[config.mk]
export PLATFORM = sky130hd
export DESIGN_NAME = result_uart_tx
export DESIGN_NICKNAME = d
export VERILOG_FILES = /design/src/rtl/result_uart_tx.sv
export SDC_FILE = /design/constraint.sdc
export NUM_CORES = 1
export LEC_CHECK = 0
export ABC_CLOCK_PERIOD_IN_PS = 3280
export BUFFER_PORTS_ARGS = -buffer_cell sky130_fd_sc_hd__buf_2
export CORE_MARGIN = 1
export CORE_UTILIZATION = 40
export DETAILED_ROUTE_END_ITERATION = 16
export GPL_TIMING_DRIVEN = 0
export PLACE_DENSITY_LB_ADDON = 0.12
export SYNTH_ARGS = -nofsm -noshare
export SYNTH_HDL_FRONTEND = slang
export SYNTH_SLANG_ARGS = --single-unit
export TNS_END_PERCENT = 10
[constraint.sdc]
create_clock -name clk -period 3.28 [get_ports clk]
set_input_delay 0.328 -clock clk [delete_from_list [all_inputs] [get_ports clk]]
set_output_delay 0.328 -clock clk [all_outputs]
set_load 0.02 [all_outputs]
[src/rtl/result_uart_tx.sv]
// result_uart_tx: sends a recognised digit as ASCII over an 8N1 UART line.
// Optional macro RESULT_TX_CRLF_EN appends 0x0D 0x0A to every message.
//
// Parameters:
//   CLKS_PER_BIT  clock cycles per UART bit (2..65535), default 868
// Ports:
//   clk       system clock, rising edge
//   rst       synchronous active-high reset
//   start     transmit request, taken only while busy is low
//   digit_in  digit 0..9; values 10..15 are sent as '?'
//   tx        serial line, idle high
//   busy      high while a message is in progress
//   done      one-cycle pulse in the first idle cycle after a message
module result_uart_tx #(
    parameter int unsigned CLKS_PER_BIT = 868
) (
    input  logic       clk,
    input  logic       rst,
    input  logic       start,
    input  logic [3:0] digit_in,
    output logic       tx,
    output logic       busy,
    output logic       done
);

    typedef enum logic [2:0] {
        IDLE,
        START_BIT,
        DATA_BITS,
        STOP_BIT,
        NEXT_BYTE
    } state_t;

    localparam logic [15:0] LAST_CNT = 16'(CLKS_PER_BIT - 1);

    state_t      state;
    state_t      state_n;
    logic [15:0] clk_cnt;
    logic [15:0] clk_cnt_n;
    logic [2:0]  bit_idx;
    logic [2:0]  bit_idx_n;
    logic [7:0]  cur_byte;
    logic [7:0]  cur_byte_n;
    logic        tx_n;
    logic        busy_n;
    logic        done_n;
    logic        bit_end;

`ifdef RESULT_TX_CRLF_EN
    logic [1:0]  byte_idx;
    logic [1:0]  byte_idx_n;
`endif

    function automatic logic [7:0] map_digit(input logic [3:0] d);
        if (d <= 4'd9) begin
            return 8'h30 + {4'h0, d};
        end
        return 8'h3F;
    endfunction

    assign bit_end = (clk_cnt == LAST_CNT);

    // Next-state logic; outputs are derived from the next state so that
    // tx/busy/done come straight from flops and cannot glitch.
    always_comb begin
        state_n    = state;
        clk_cnt_n  = clk_cnt;
        bit_idx_n  = bit_idx;
        cur_byte_n = cur_byte;
        done_n     = 1'b0;
`ifdef RESULT_TX_CRLF_EN
        byte_idx_n = byte_idx;
`endif
        unique case (state)
            IDLE: begin
                if (start) begin
                    state_n    = START_BIT;
                    clk_cnt_n  = 16'd0;
                    bit_idx_n  = 3'd0;
                    cur_byte_n = map_digit(digit_in);
`ifdef RESULT_TX_CRLF_EN
                    byte_idx_n = 2'd0;
`endif
                end
            end
            START_BIT: begin
                if (bit_end) begin
                    clk_cnt_n = 16'd0;
                    state_n   = DATA_BITS;
                end else begin
                    clk_cnt_n = clk_cnt + 16'd1;
                end
            end
            DATA_BITS: begin
                if (bit_end) begin
                    clk_cnt_n = 16'd0;
                    // 3-bit index wraps 7->0 as the last bit ends
                    bit_idx_n = bit_idx + 3'd1;
                    if (bit_idx == 3'd7) begin
                        state_n = STOP_BIT;
                    end
                end else begin
                    clk_cnt_n = clk_cnt + 16'd1;
                end
            end
            STOP_BIT: begin
                if (bit_end) begin
                    clk_cnt_n = 16'd0;
`ifdef RESULT_TX_CRLF_EN
                    if (byte_idx != 2'd2) begin
                        state_n    = NEXT_BYTE;
                        byte_idx_n = byte_idx + 2'd1;
                        cur_byte_n = (byte_idx == 2'd0) ? 8'h0D : 8'h0A;
                    end else begin
                        state_n = IDLE;
                        done_n  = 1'b1;
                    end
`else
                    state_n = IDLE;
                    done_n  = 1'b1;
`endif
                end else begin
                    clk_cnt_n = clk_cnt + 16'd1;
                end
            end
            NEXT_BYTE: begin
                state_n = START_BIT;
            end
            default: begin
                state_n = IDLE;
            end
        endcase

        unique case (state_n)
            START_BIT: tx_n = 1'b0;
            DATA_BITS: tx_n = cur_byte_n[bit_idx_n];
            default:   tx_n = 1'b1;
        endcase
        busy_n = (state_n != IDLE);
    end

    always_ff @(posedge clk) begin
        if (rst) begin
            state    <= IDLE;
            clk_cnt  <= 16'd0;
            bit_idx  <= 3'd0;
            cur_byte <= 8'h00;
            tx       <= 1'b1;
            busy     <= 1'b0;
            done     <= 1'b0;
`ifdef RESULT_TX_CRLF_EN
            byte_idx <= 2'd0;
`endif
        end else begin
            state    <= state_n;
            clk_cnt  <= clk_cnt_n;
            bit_idx  <= bit_idx_n;
            cur_byte <= cur_byte_n;
            tx       <= tx_n;
            busy     <= busy_n;
            done     <= done_n;
`ifdef RESULT_TX_CRLF_EN
            byte_idx <= byte_idx_n;
`endif
        end
    end

endmodule
==> results of run 1 <==
-- cells by family after synthesis --
logic type,synth area share [%]
buffers and inverters,4.11
AO/OA/AOI/OAI,19.2
adder cells (fa/ha/maj),2.20
multiplexers,1.39
AND/OR/NAND/NOR,32.6
other,0.220
flip-flops,38.7
XOR/XNOR,1.54
-- path summary, 6_finish.rpt --
path | startpoint | to | cells past startpoint
worst max-delay path | clk_cnt[0] | tx | 8
worst min-delay path | rst | state[0] | 2
worst max register to register | clk_cnt[0] | tx | 8
worst min register to register | cur_byte[3] | cur_byte[3] | 2
-- Yosys cell counts, types with 2 or more instances --
cell       n
a211oi_1   3
a21o_1     2
a21oi_1   18
a22oi_1    2
a311oi_1   2
and3_1     3
clkbuf_1   8
dfxtp_1   33
ha_1       3
inv_1      2
nand2_1   21
nand3_1    4
nand3b_1   2
nand4_1    2
nor2_1    37
nor2b_1    3
nor3_1     8
nor3b_1    6
nor4_1     3
o21ai_0   12
o21ai_1    4
o22ai_1    2
or3_1      3
or4_4      2
xnor2_1    2
-- routing by layer --
metal  vias up  track usage [%]  share of wire, %
li1        794                -                 -
met1       708             24.3                51
met2        23             28.0                44
met3         7             4.05               3.1
met4         0             9.57               1.5
met5         -                0                 0
-- metrics by stage --
| stage | power, W | instances |
|---|---|---|
| after floorplan | 0.000478 | 213 |
| after global placement | 0.000501 | 272 |
| after detailed placement | 0.000501 | 272 |
| after CTS | 0.000900 | 280 |
| after global routing | 0.000929 | 280 |
| final | 0.000890 | 280 |
-- state kept, by name, indices dropped and copies added, names as in the netlist --
name      flops
state         3
tx            1
clk_cnt      16
done          1
busy          1
bit_idx       3
cur_byte      8
-- report_power, final --
part           leakage, nW  internal, W  switching [W]   total, W
sequential           0.268     0.000410     0.00000443   0.000415
combinational        0.386    0.0000276      0.0000498  0.0000773
clock               0.0585     0.000248       0.000150   0.000398
total                0.712     0.000686       0.000204   0.000890
-- cell type report --
| type | count | area share, % |
|---|---|---|
| Sequential cell | 33 | 34.2 |
| Buffer | 11 | 3.24 |
| Tap cell | 50 | 3.24 |
| Multi-Input combinational cell | 167 | 50.6 |
| Timing Repair Buffer | 9 | 2.33 |
| Clock inverter | 1 | 1.56 |
| Inverter | 2 | 0.389 |
| Clock buffer | 7 | 4.47 |
-- worst max-delay path, stage by stage, from the launching register on --
cell,delay [ns]
dfxtp_1,0.39
ha_1,0.25
or3b_2,0.50
nor4_2,0.48
nand2_1,0.14
xnor2_1,0.14
or3_1,0.34
or2b_2,0.32
o41a_1,0.40
==> out/qor.txt, run 1 <==
Post-synth EDFFs = 0
Avg Vias per Cell = 5.47
Synth top area share = 38.7%
largest net degree at the start of global routing = 11
min-delay worst type = primary input to register
post-synthesis sequential area ratio = 38.7%
clock latency on the worst-skew pair = 0.29 ns
number of max-cap violations = 0
Layout area overhead = 13.1%
flops & latches, synth = 33
clock buffer count from CTS = 5
final period utilization = 93.5%
critical path type = register to register
DRT iter0 DRCs = 52
worst vdd ir = 0.000242 V
die area = 4530 sq um
crit-path max FO = 6
Filler Cell Count = 414
Period minus WS final = 3.07 ns
Primary FF master, synth = dfxtp_1
crit path DAT = 3.25 ns
pre-CTS WS = 0.319 ns
Cell Pwr Density = 461 nW/um^2
Post-Syn Area = 1710 sq um
Die Y = 67.3 um
antenna viol nets, final = 0
clock slew at the register clock pins of the worst setup and hold paths = 0.07 ns
setup ws final = 0.212 ns
Synth area leader = dfxtp_1
fin nets = 239
Root Driver = clkbuf_8
Slew headroom = 26.5%
routability congestion estimate = 0.791
syn avg cell area = 8.01 sq um
global-route wire length before repair = 6130 um
Boundary Pins = 10
Clock Skew = 0.00784 ns
Ys Warns = 0
drt total wl = 3790 um
Placed Area = 1810 sq um
post-CTS sizing = 0
most frequent cells in the layout = 37 x nor2_1, 33 x dfxtp_1, 21 x nand2_1
antenna violations before repair = 0
TritonRoute pass-1 iters = 4
CTS tree = yes
fmax = 0.326 GHz
Post-synth ARST share = 0%
core area = 4060 sq um
Sink Count = 33
PortBufs = 9
FF+latch area = 661 sq um
antenna cells = 0
synthesized instance count = 213
Setup Viol. Count Final = 0
GRT Overall Usage = 18.5%
H-tree level count = 2
reg2reg setup slack = 0.21 ns
FP Rows = 23
largest cells by area after synthesis = dfxtp_1 39%, nor2_1 8.1%, a21oi_1 5.3%, nand2_1 4.6%, o21ai_0 3.5%
share of layout cells above drive strength 1 = 13.0%
post-CTS setup buffer count = 0
Synthesized Nets = 223
CTS Buffer Depth = 2
Via Count = 1532
Wirelength per Cell = 13.5 um
WP data required = 3.46 ns
outcome = complete, no violations
Slew @ Worst Pin = 1.09 ns
Cell variety after synth = 51
hold buffers post-CTS = 0
area taken by multi-input logic gates = 976 sq um
Initial Util = 42.1%
Leak = 0.712 nW
Chip Width = 67.3 um
fin util = 47.6%
CP Capture Type = register
setup TNS = 0 ns
Slew Limit Fails = 0
DRC = 0
commonest non-fill, non-tap cell in the layout = nor2_1
Critical Path Start Type = register
RSZ-0062 raised after global routing = no
global route total overflow = 0
Final Cell Area = 1930 sq um
HPWL Detailed = 2610 um
Hold WS = 0.247 ns
vias in the first global route = 1279
Final Hold Viols = 0
Power figures use the tool's default switching activity.
==> run 2, diff against run 1 <==
ABC_CLOCK_PERIOD_IN_PS = 3350   (was 3280)
REMOVE_ABC_BUFFERS = 1   (was default)
clock period = 3.35 ns   (was 3.28 ns; I/O delays follow)
==> out/qor.txt, run 2 (synthesized netlist as in run 1, its figures left out) <==
Sink Count = 33 (unchanged)
antenna viol nets, final = 0 (unchanged)
Via Count = 1493 (was 1532)
setup TNS = 0 ns (unchanged)
Period minus WS final = 2.98 ns (was 3.07 ns)
max reg flops = 16 (unchanged)
Most flops, register = clk_cnt (unchanged)
DRT iter0 DRCs = 98 (was 52)
antenna cells = 0 (unchanged)
Avg Vias per Cell = 5.57 (was 5.47)
Cell Pwr Density = 426 nW/um^2 (was 461 nW/um^2)
drt total wl = 3570 um (was 3790 um)
antenna violations before repair = 0 (unchanged)
Layout area overhead = 7.70% (was 13.1%)
Critical Path Start Type = register (unchanged)
post-CTS setup buffer count = 0 (unchanged)
min-delay worst type = primary input to register (unchanged)
crit path DAT = 3.15 ns (was 3.25 ns)
number of max-cap violations = 0 (unchanged)
Filler Cell Count = 388 (was 414)
Setup Viol. Count Final = 0 (unchanged)
setup ws final = 0.375 ns (was 0.212 ns)
FF-to-FF path depth = 8 (unchanged)
share of layout cells above drive strength 1 = 11.9% (was 13.0%)
clock buffer count from CTS = 5 (unchanged)
Boundary Pins = 10 (unchanged)
Leak = 0.671 nW (was 0.712 nW)
Final Cell Area = 1840 sq um (was 1930 sq um)
die area = 4530 sq um (unchanged)
Final Hold Viols = 0 (unchanged)
HPWL Detailed = 2420 um (was 2610 um)
clock latency on the worst-skew pair = 0.29 ns (about the same)
crit-path max FO = 6 (unchanged)
outcome = complete, no violations (unchanged)
Slew @ Worst Pin = 1.30 ns (was 1.09 ns)
most frequent cells in the layout = 37 x nor2_1, 33 x dfxtp_1, 21 x nand2_1 (unchanged)
post-CTS sizing = 0 (unchanged)
DRC = 0 (unchanged)
fin nets = 228 (was 239)
Clock Skew = 0.00632 ns (was 0.00784 ns)
routability congestion estimate = 0.851 (was 0.791)
WP data required = 3.52 ns (was 3.46 ns)
Slew Limit Fails = 0 (unchanged)
pre-CTS WS = 0.370 ns (was 0.319 ns)
worst vdd ir = 0.000249 V (was 0.000242 V)
H-tree level count = 2 (unchanged)
Largest regs = clk_cnt: 16 flops, cur_byte: 8 flops (unchanged)
CP Capture Type = register (unchanged)
global route total overflow = 0 (unchanged)
Die Y = 67.3 um (unchanged)
PortBufs = 9 (unchanged)
Placed Area = 1750 sq um (was 1810 sq um)
core area = 4060 sq um (unchanged)
FF+latch area = 661 sq um (unchanged)
Cells after DPL = 261 (was 272)
largest net degree at the start of global routing = 32 (was 11)
commonest non-fill, non-tap cell in the layout = nor2_1 (unchanged)
CTS tree = yes (unchanged)
hold buffers post-CTS = 0 (unchanged)
vias in the first global route = 1291 (was 1279)
FP Rows = 23 (unchanged)
clock slew at the register clock pins of the worst setup and hold paths = 0.07 ns (about the same)
global-route wire length before repair = 6010 um (was 6130 um)
RSZ-0062 raised after global routing = no (unchanged)
TritonRoute pass-1 iters = 4 (unchanged)
fin util = 45.3% (was 47.6%)
Root Driver = clkbuf_8 (unchanged)
critical path type = register to register (unchanged)
Wirelength per Cell = 13.3 um (was 13.5 um)
fmax = 0.336 GHz (was 0.326 GHz)
area taken by multi-input logic gates = 976 sq um (unchanged)
GRT Overall Usage = 18.1% (was 18.5%)
Hold Path Depth = 3 (was 2)
Initial Util = 42.1% (unchanged)
Chip Width = 67.3 um (unchanged)
CTS Buffer Depth = 2 (unchanged)
fin cells = 268 (was 280)
final period utilization = 88.8% (was 93.5%)
Slew headroom = 13.3% (was 26.5%)
==> run 2: cell count changes in the layout (fill, tap and decap cells not counted) <==
cell | before | now
buf_4 | 1 | 0
bufinv_16 | 1 | 0
clkbuf_8 | 7 | 6
clkbuf_1 | 9 | 1
buf_6 | 1 | 0
==> run 2: final timing paths <==
kind / from / to / slack (ns)
worst min register to register: cur_byte[3] / cur_byte[3] / 0.46
worst min-delay path: digit_in[3] / cur_byte[3] / 0.31
worst max register to register: clk_cnt[0] / tx / 0.37
worst max-delay path: clk_cnt[0] / tx / 0.37
==> run 2: cell type report <==
type | count | share of cell area (%)
multi-input combinational | 167 | 53.1
sequential | 33 | 35.9
clock buffer | 7 | 4.70
tap | 50 | 3.40
timing repair buffer | 9 | 2.45
inverter | 2 | 0.408
==> run 2: routing by layer <==
metal | vias up | part of all wire, % | GRT usage, %
li1 | 772 | - | -
met4 | 0 | 1.8 | 11.2
met3 | 7 | 2.8 | 4.39
met1 | 695 | 49 | 23.1
met5 | - | 0 | 0
met2 | 19 | 47 | 27.4
==> run 2: stage by stage <==
stage / total power [W] / hold slack (ns)
floorplan: 0.000459 / 0.404
global placement: 0.000481 / 0.450
detailed placement: 0.000483 / 0.455
CTS: 0.000793 / 0.307
global route: 0.000820 / 0.333
finish: 0.000782 / 0.315
==> run 2: critical path, stage by stage, from the launching register on <==
cell	delay [ns]
dfxtp_1	0.38
ha_1	0.24
or3b_2	0.49
nor4_2	0.41
nand2_1	0.13
xnor2_1	0.14
or3_1	0.34
or2b_2	0.32
o41a_1	0.41
==> run 2: power by group <==
group          total (W)  internal, W  leakage, nW  switching, W
sequential      0.000411     0.000402        0.268    0.00000865
clock           0.000308     0.000163       0.0443      0.000145
combinational  0.0000635    0.0000227        0.358     0.0000408
